[src/rtl/qformat_pkg.sv]
// Shared Q-format helpers: sign-magnitude field access, iteration count and the
// state encoding used by the iterative Q-format units.
package qformat_pkg;

   typedef enum logic [1:0] {StIdle, StCalc, StDone} qstate_e;

   // Helpers take words of up to 64 bits, zero-extended by the caller; n is the real width.
   function automatic logic sm_sign(input logic [63:0] x, input int unsigned n);
      return x[6'(n - 1)];
   endfunction

   function automatic logic [63:0] sm_mag(input logic [63:0] x, input int unsigned n);
      return x & ((64'd1 << (n - 1)) - 64'd1);
   endfunction

   function automatic int unsigned qdiv_iter_len(input int unsigned n, input int unsigned q);
      return n - 1 + q;
   endfunction

endpackage

[src/rtl/qdiv_iter_step.sv]
// One radix-2 restoring division step: shift a numerator bit into the remainder and
// subtract the divisor when it fits.
module qdiv_iter_step #(
   parameter int unsigned W = 31
) (
   input  logic [W-1:0] rem_i,
   input  logic [W-1:0] dvs_i,
   input  logic         bit_i,
   output logic [W-1:0] rem_o,
   output logic         qbit_o
);

   logic [W:0]   shifted;
   logic [W-1:0] diff;

   assign shifted = {rem_i, bit_i};
   // rem_i < dvs_i keeps shifted - dvs_i below 2^W, so the low W bits are exact.
   assign diff    = shifted[W-1:0] - dvs_i;
   assign qbit_o  = shifted >= {1'b0, dvs_i};
   assign rem_o   = qbit_o ? diff : shifted[W-1:0];

endmodule

[src/rtl/qdiv_iter.sv]
// Sequential sign-magnitude Q-format divider: one quotient bit per clock, with
// saturation, divide-by-zero detection and a result held until the next start.
module qdiv_iter
   import qformat_pkg::*;
#(
   parameter int unsigned Q = 15,
   parameter int unsigned N = 32
) (
   input  logic         clk,
   input  logic         rst_n,
   input  logic         start,
   input  logic [N-1:0] dividend,
   input  logic [N-1:0] divisor,
   output logic [N-1:0] quotient,
   output logic         busy,
   output logic         done,
   output logic         overflow,
   output logic         div_by_zero
);

   localparam int unsigned Iter = qdiv_iter_len(N, Q);
   localparam int unsigned MagW = N - 1;
   localparam int unsigned CntW = $clog2(Iter);

   qstate_e           state_q, state_d;
   logic [Iter-1:0]   num_q, num_d;
   logic [Iter-1:0]   quo_q, quo_d;
   logic [MagW-1:0]   rem_q, rem_d;
   logic [MagW-1:0]   dvs_q, dvs_d;
   logic              sign_q, sign_d;
   logic [CntW-1:0]   cnt_q, cnt_d;
   logic [N-1:0]      quotient_q, quotient_d;
   logic              ovf_q, ovf_d;
   logic              dbz_q, dbz_d;

   logic [MagW-1:0]   dvd_mag, dvs_mag;
   logic              in_sign;
   logic [MagW-1:0]   step_rem;
   logic              step_qbit;
   logic [Iter-1:0]   final_quo;
   logic              sat;
   logic [MagW-1:0]   final_mag;

   assign dvd_mag = MagW'(sm_mag(64'(dividend), N));
   assign dvs_mag = MagW'(sm_mag(64'(divisor), N));
   assign in_sign = sm_sign(64'(dividend), N) ^ sm_sign(64'(divisor), N);

   qdiv_iter_step #(
      .W(MagW)
   ) u_step (
      .rem_i (rem_q),
      .dvs_i (dvs_q),
      .bit_i (num_q[Iter-1]),
      .rem_o (step_rem),
      .qbit_o(step_qbit)
   );

   assign final_quo = {quo_q[Iter-2:0], step_qbit};
   assign sat       = |final_quo[Iter-1:MagW];
   assign final_mag = sat ? {MagW{1'b1}} : final_quo[MagW-1:0];

   always_comb begin
      state_d    = state_q;
      num_d      = num_q;
      quo_d      = quo_q;
      rem_d      = rem_q;
      dvs_d      = dvs_q;
      sign_d     = sign_q;
      cnt_d      = cnt_q;
      quotient_d = quotient_q;
      ovf_d      = ovf_q;
      dbz_d      = dbz_q;
      case (state_q)
         StIdle, StDone: begin
            if (start) begin
               dvs_d  = dvs_mag;
               sign_d = in_sign;
               ovf_d  = 1'b0;
               dbz_d  = 1'b0;
               if (dvs_mag == '0) begin
                  state_d    = StDone;
                  quotient_d = {in_sign, {MagW{1'b1}}};
                  ovf_d      = 1'b1;
                  dbz_d      = 1'b1;
               end else begin
                  state_d = StCalc;
                  cnt_d   = CntW'(Iter - 1);
                  rem_d   = '0;
                  quo_d   = '0;
                  num_d   = {dvd_mag, {Q{1'b0}}};
               end
            end else if (state_q == StDone) begin
               state_d = StIdle;
            end
         end
         StCalc: begin
            rem_d = step_rem;
            num_d = num_q << 1;
            quo_d = final_quo;
            cnt_d = cnt_q - 1'b1;
            if (cnt_q == '0) begin
               state_d    = StDone;
               // A zero magnitude never carries a negative sign.
               quotient_d = {(final_mag != '0) & sign_q, final_mag};
               ovf_d      = sat;
            end
         end
         default: state_d = StIdle;
      endcase
   end

   always_ff @(posedge clk or negedge rst_n) begin
      if (!rst_n) begin
         state_q    <= StIdle;
         num_q      <= '0;
         quo_q      <= '0;
         rem_q      <= '0;
         dvs_q      <= '0;
         sign_q     <= 1'b0;
         cnt_q      <= '0;
         quotient_q <= '0;
         ovf_q      <= 1'b0;
         dbz_q      <= 1'b0;
      end else begin
         state_q    <= state_d;
         num_q      <= num_d;
         quo_q      <= quo_d;
         rem_q      <= rem_d;
         dvs_q      <= dvs_d;
         sign_q     <= sign_d;
         cnt_q      <= cnt_d;
         quotient_q <= quotient_d;
         ovf_q      <= ovf_d;
         dbz_q      <= dbz_d;
      end
   end

   assign quotient    = quotient_q;
   assign overflow    = ovf_q;
   assign div_by_zero = dbz_q;
   assign busy        = (state_q == StCalc);
   assign done        = (state_q == StDone);

endmodule
[config.mk]
export PLATFORM = sky130hd
export DESIGN_NAME = qdiv_iter
export DESIGN_NICKNAME = d
export VERILOG_FILES = /design/src/rtl/qformat_pkg.sv /design/src/rtl/qdiv_iter_step.sv /design/src/rtl/qdiv_iter.sv
export SDC_FILE = /design/constraint.sdc
export NUM_CORES = 1
export LEC_CHECK = 0
export CELL_PAD_IN_SITES_DETAIL_PLACEMENT = 1
export CELL_PAD_IN_SITES_GLOBAL_PLACEMENT = 1
export CORE_ASPECT_RATIO = 1.4
export CORE_MARGIN = 4
export CORE_UTILIZATION = 48
export DETAILED_ROUTE_END_ITERATION = 8
export PLACE_DENSITY_LB_ADDON = 0.1
export SETUP_SLACK_MARGIN = 0.1
export SLEW_MARGIN = 40
export SYNTH_ARGS = -nofsm -noshare
export SYNTH_HDL_FRONTEND = slang
export SYNTH_HIERARCHICAL = 1
export SYNTH_SLANG_ARGS = --single-unit
export TNS_END_PERCENT = 5
[constraint.sdc]
create_clock -name clk -period 5.9 [get_ports clk]
set_clock_uncertainty 0.15 [all_clocks]
set_input_delay 1.18 -clock clk [delete_from_list [all_inputs] [get_ports clk]]
set_output_delay 1.18 -clock clk [all_outputs]
set_load 0.01 [all_outputs]
==> flow_metrics.tcl, run 1 <==
set metrics [dict create \
    cts_htree_levels 4 \
    synth_common_cells "dfrtp_1, nand2_1, a22o_1, o21ai_0, inv_1" \
    drv_slew 0 \
    die-area_mm2 0.02223 \
    async_flop_share_pct 100.0 \
    hold_viol_final 0 \
    met2_length_um 13660 \
    initial_core_util_pct 49.26 \
    synth_top_area_share_pct 47.47 \
    finalSetupViolCount 0 \
    synth_top_area_cell "dfrtp_1" \
    p_per_area_mw_per_mm2 714.8 \
    tightest_slew_ps 822.2 \
    vias_per_cell 5.838 \
    grt_pass1_vias 8138 \
    fill_cells 2112 \
    dpl.hpwl_um 17170 \
    crit_buf_inv 1 \
    finalWorstSetupSlack_ps 1612 \
    synthTopCellsByArea "dfrtp_1, a22o_1, nand2_1" \
    wirelength_um 25070 \
    drive_above_1_share_pct 7.938 \
    hold_class "reg -> reg" \
    drt-pass1-iter-count 4 \
    yosys_register_bits 181 \
    yosysUniqueCellTypes 69 \
    wl_per_cell_um 19.57 \
    worstPathArrival_ps 4410 \
    gp_congestion 0.8239 \
    post-route-drc-count 0 \
    synthFlopType "dfrtp_1" \
    num-nets-final 1121 \
    via_count 7478 \
    numCtsBuffers 17 \
    synth_cells 938 \
    initialDrtViolationCount 378 \
    wl_met3_um 685 \
    hold_buffers 0 \
    grt_max_degree 109 \
    p_leak_nw 5.214 \
    cts.sinks 181 \
    top_layer_used "met4" \
    syn_nets 1039 \
    rsz0062_at_grt "no" \
    fp.dieH_um 174.8 \
    multi_input_area_mm2 0.004533 \
    antenna_found_initial 0 \
    crit_family "simple AND/OR/NAND/NOR gates" \
    port-buffer-count 102 \
    dpl_worst_slack_ps 1145 \
    fin_crit_ps 4288 \
    grt_overflow 0 \
    clk_transition_reported_paths_ps 70 \
    drv_cap 0 \
    core_mm2 0.01937 \
    ff_latch_area_mm2 0.004529 \
    area_growth_pct 18.65 \
    synth.most_common_cell "dfrtp_1" \
    slowest_delay_ps 760 \
    cts_tree "yes" \
    synth.avg_cell_area_um2 10.17 \
    m1WireLength_um 10300 \
    grtUsageTotal_pct 23.22 \
    cts_setup_buffers 0 \
    fin_crit_sh_pct 72.67 \
    clk_latency_ps 440 \
    cp.required_ps 6020 \
    worstSetupPathType "in -> reg" \
    ios 103 \
    diodes 0 \
    die_w_um 127.2 \
    grt_pass1_wl_um 41990 \
    holdWs_ps 328.2 \
    cts_root_buf "clkbuf_16" \
    endpoint_kind "register" \
    clk_path_buf_depth 2 \
    synth-edff-count 0 \
    path_cells "clkdlybuf4s50_1, nor4_1, nand4_1, nor2_2, a21o_2, a21oi_1" \
    fmax_mhz 233.2 \
    syn_area_mm2 0.009542 \
    yosysWarnings 6 \
    ant_nets 0 \
    num_rows 60 \
    ys_seq_area_share_pct 47.47 \
    worstPathMaxFanout 33 \
    cts_resized 0 \
    status "complete, no violations" \
    vdd_ir_drop_max_mv 0.2541 \
    fin_setup_tns_ps 0 \
    cp-start-kind "primary input" \
    crit_path_top_delay_cell "nor2_2" \
    worst_slew_margin_rel_pct 45.13 \
]
[cell usage in the layout, fill, tap and decap left out, drive strengths merged, types with 11 or more instances in the layout]
cell and count:
a21oi 42, nand2 166, mux2 21, o22a 16, mux2i 32, nor3 12, a21o 11, clkdlybuf4s50 101
xnor2 14, a22o 77, a211oi 20, o21ai 60, nor4 21, ha 33, xor2 14, clkbuf 17
nand3 11, inv 56, dfrtp 181, nor2 33
[per-layer routing]
metal  vias up  track usage [%]
met5         -                0
met4         0            6.351
met3        30            3.425
met2       139            42.67
met1      3752            28.10
li1       3557                -
[report_power, final]
group / switching, mW / internal [mW]
Clock: 0.571 / 0.663
Combinational: 2.36 / 2.24
Sequential: 0.445 / 1.82
[worst register-to-register path: stages, from the launching register on]
cell and delay (ps):
dfrtp_1 410, ha_1 390, a21oi_1 220, nor2_1 80
a211oi_2 240, o22a_2 240, nand3_1 200, o211a_4 360
nor2_8 230, inv_4 230, nor4_1 250, and4_1 250
nand4_1 170, o31ai_1 270, mux2i_1 110
[final cells by class]
class                           count  share of cell area, %
Multi-Input combinational cell    662                  40.04
Sequential cell                   181                  40.01
Timing Repair Buffer              111                  9.870
Clock buffer                       17                  3.758
Tap cell                          248                  2.741
Clock inverter                     15                  1.978
Inverter                           47                  1.603
[sequential cells by signal, summed over array words and instances (netlist names)]
register     count
quo_q           45
num_q           31
quotient        32
overflow         1
dvs_q           31
sign_q           1
rem_q           31
div_by_zero      1
cnt_q            6
state_q          2
[per-stage QoR]
step           power (mW)  utilization [%]  area (um2)  std cells
3_3_place_gp        6.707            54.88       10630       1247
5_1_grt             8.737            58.45       11320       1281
2_1_floorplan       5.765                -        9542        938
3_5_place_dp        6.831            54.95       10640       1248
4_1_cts             8.145            58.31       11290       1280
6_report            8.092            58.45       11320       1281
[worst paths after layout]
check / start / end / slack, ps / cells after the start
setup / recovery: divisor[16] / quotient[23]$_DFFE_PN0P_ / 1610 / 6
hold / removal: dvs_q[6]$_DFFE_PN0P_ / dvs_q[6]$_DFFE_PN0P_ / 330 / 2
setup reg to reg: rem_q[8]$_DFFE_PN0P_ / quotient[31]$_DFFE_PN0P_ / 1970 / 14
hold reg to reg: dvs_q[6]$_DFFE_PN0P_ / dvs_q[6]$_DFFE_PN0P_ / 330 / 2
max in group asynchronous: rst_n / quotient[22]$_DFFE_PN0P_ / 4300 / 2
min in group asynchronous: rst_n / dvs_q[9]$_DFFE_PN0P_ / 480 / 1
[logic make-up after synthesis]
logic type | synth area share [%]
mux | 6.465
xor+xnor | 2.570
fa+ha+maj | 4.537
buf+inv | 5.219
compound gates | 20.67
flops | 47.47
simple gates | 13.07
(Power assumes the default switching activity.)
==> run 2, diff against run 1 <==
--- a/config.mk
+++ b/config.mk
@@ -9,7 +9,7 @@
 export CELL_PAD_IN_SITES_GLOBAL_PLACEMENT = 1
 export CORE_ASPECT_RATIO = 1.4
 export CORE_MARGIN = 4
-export CORE_UTILIZATION = 48
+export CORE_UTILIZATION = 45
 export DETAILED_ROUTE_END_ITERATION = 8
 export PLACE_DENSITY_LB_ADDON = 0.1
 export SETUP_SLACK_MARGIN = 0.1
==> constraint.sdc (replaced) <==
create_clock -name clk -period 4.1 [get_ports clk]
set_clock_uncertainty 0.15 [all_clocks]
set_input_delay 0.82 -clock clk [delete_from_list [all_inputs] [get_ports clk]]
set_output_delay 0.82 -clock clk [all_outputs]
set_load 0.01 [all_outputs]
==> flow_metrics.tcl, run 2 (synthesized netlist as in run 1, its figures left out) <==
set metrics [dict create \
    vdd_ir_drop_max_mv 0.4230 \
    worstPathArrival_ps 3740 \
    worst_slew_margin_rel_pct 42.84 \
    grt_pass1_vias 8331 \
    cts_tree "yes" \
    ios 103 \
    diodes 0 \
    numCtsBuffers 17 \
    p_sw_mw 4.970 \
    drv_slew 0 \
    drive_above_1_share_pct 8.646 \
    wirelength_um 26160 \
    clk_transition_reported_paths_ps 80 \
    vias_per_cell 5.831 \
    sequentialPowerShare_pct 27.8 \
    die-area_mm2 0.02363 \
    cts_htree_levels 4 \
    antenna_found_initial 0 \
    switching_share_pct 42.56 \
    final_common_cell "dfrtp_1" \
    largest_register_ff_count 45 \
    finalNonFillerCells 1297 \
    initial_core_util_pct 46.07 \
    gp_congestion 0.8416 \
    initialDrtViolationCount 421 \
    path_cells "inv_1, ha_1, fa_1, nor2b_1, o21ai_1, a21oi_1, o21ai_2, nand3_1, o211a_4, nor2_8, inv_4, buf_4, mux2_4, a22o_1" \
    slowest_delay_ps 410 \
    p_per_area_mw_per_mm2 1028 \
    wl_per_cell_um 20.17 \
    dpl.hpwl_um 17870 \
    p_int_mw 6.707 \
    area_growth_pct 19.09 \
    grt_max_degree 111 \
    post-route-drc-count 0 \
    drt-pass1-iter-count 4 \
    worstPathMaxFanout 19 \
    grt_pass1_wl_um 43110 \
    fin_crit_sh_pct 87.16 \
    fin_setup_tns_ps 0 \
    p_leak_nw 5.238 \
    tightest_slew_ps 849.6 \
    fmax_mhz 279.8 \
    grt_overflow 0 \
    crit_path_top_delay_cell "fa_1" \
    clk_latency_ps 430 \
    fp.dieH_um 180.3 \
    ff_latch_area_mm2 0.004529 \
    cts_root_buf "clkbuf_16" \
    port-buffer-count 102 \
    hold_viol_final 0 \
    final_area_mm2 0.01136 \
    core_mm2 0.02071 \
    die_w_um 131.1 \
    placed_cells 1264 \
    rsz0062_at_grt "no" \
    grtUsageTotal_pct 22.93 \
    num_rows 62 \
    fin_crit_ps 3574 \
    final_cell_mix "dfrtp_1, nand2_1, clkdlybuf4s50_1" \
    cts_setup_buffers 0 \
    hold_class "in -> async" \
    placed_cell_area_mm2 0.01073 \
    worstSetupPathType "reg -> reg" \
    fill_cells 2262 \
    via_count 7563 \
    combPwrFrac_pct 57.8 \
    num-nets-final 1129 \
    cp-start-kind "register" \
    status "complete, no violations" \
    endpoint_kind "register" \
    multi_input_area_mm2 0.004533 \
    cts.sinks 181 \
    cp.required_ps 4270 \
    largest_register "quo_q" \
    drv_cap 0 \
    cts_resized 0 \
    finalSetupViolCount 0 \
    ant_nets 0 \
    hold_buffers 0 \
    clk_path_buf_depth 2 \
    clockPowerShare_pct 14.4 \
]
==> run 2: path summary, 6_finish.rpt <==
kind                                            start               endpoint  slack (ps)  depth (start not counted)
min in group clk                dvs_q[23]$_DFFE_PN0P_  dvs_q[23]$_DFFE_PN0P_         330                          2
worst min register to register  dvs_q[23]$_DFFE_PN0P_  dvs_q[23]$_DFFE_PN0P_         330                          2
worst min-delay path                            rst_n  dvs_q[12]$_DFFE_PN0P_         140                          1
max in group asynchronous                       rst_n  dvs_q[15]$_DFFE_PN0P_        2690                          3
worst max-delay path            num_q[45]$_DFFE_PN0P_  rem_q[26]$_DFFE_PN0P_         530                         14
worst max register to register  num_q[45]$_DFFE_PN0P_  rem_q[26]$_DFFE_PN0P_         530                         14
==> run 2: power groups by stage <==
stage	Sequential, mW	Combinational, mW	Clock [mW]
after floorplan	3.12	5.17	0
after global placement	3.25	6.54	0
after detailed placement	3.26	6.68	0
after CTS	3.25	6.79	1.72
after global routing	3.36	7.45	1.80
final	3.25	6.75	1.68
==> run 2: per-layer routing <==
layer,track usage (%),vias up,share of wire [%]
li1,-,3574,-
met1,27.37,3836,40
met2,41.27,115,55
met3,3.677,38,2.6
met4,7.369,0,2.3
met5,0,-,0
==> run 2: through the flow <==
| step | power [mW] | hold slack [ps] | setup WS [ps] | utilization (%) |
|---|---|---|---|---|
| finish | 11.68 | 138.8 | 526.3 | 54.86 |
| global route | 12.61 | 174.5 | 307.7 | 54.86 |
| CTS | 11.76 | 331.4 | 521.5 | 54.76 |
| detailed placement | 9.944 | 312.5 | 334.5 | 51.78 |
| global placement | 9.790 | 307.8 | 394.3 | 51.76 |
| floorplan | 8.297 | 295.7 | 943.8 | - |
==> run 2: final cells by class <==
type | count | share of cell area [%]
repair buffers | 119 | 10.41
inverters | 47 | 1.597
clock buffers | 18 | 3.865
flip-flops and latches | 181 | 39.86
well taps | 256 | 2.819
clock inverters | 14 | 1.564
multi-input cells | 662 | 39.89
==> run 2: critical path, delay by kind of cell, from the launching register on <==
| kind | cells | cell delay [ps] |
|---|---|---|
| compound gates | 5 | 970 |
| fa+ha+maj | 2 | 620 |
| buf+inv | 3 | 610 |
| simple gates | 3 | 410 |
| flops | 1 | 380 |
| mux | 1 | 320 |
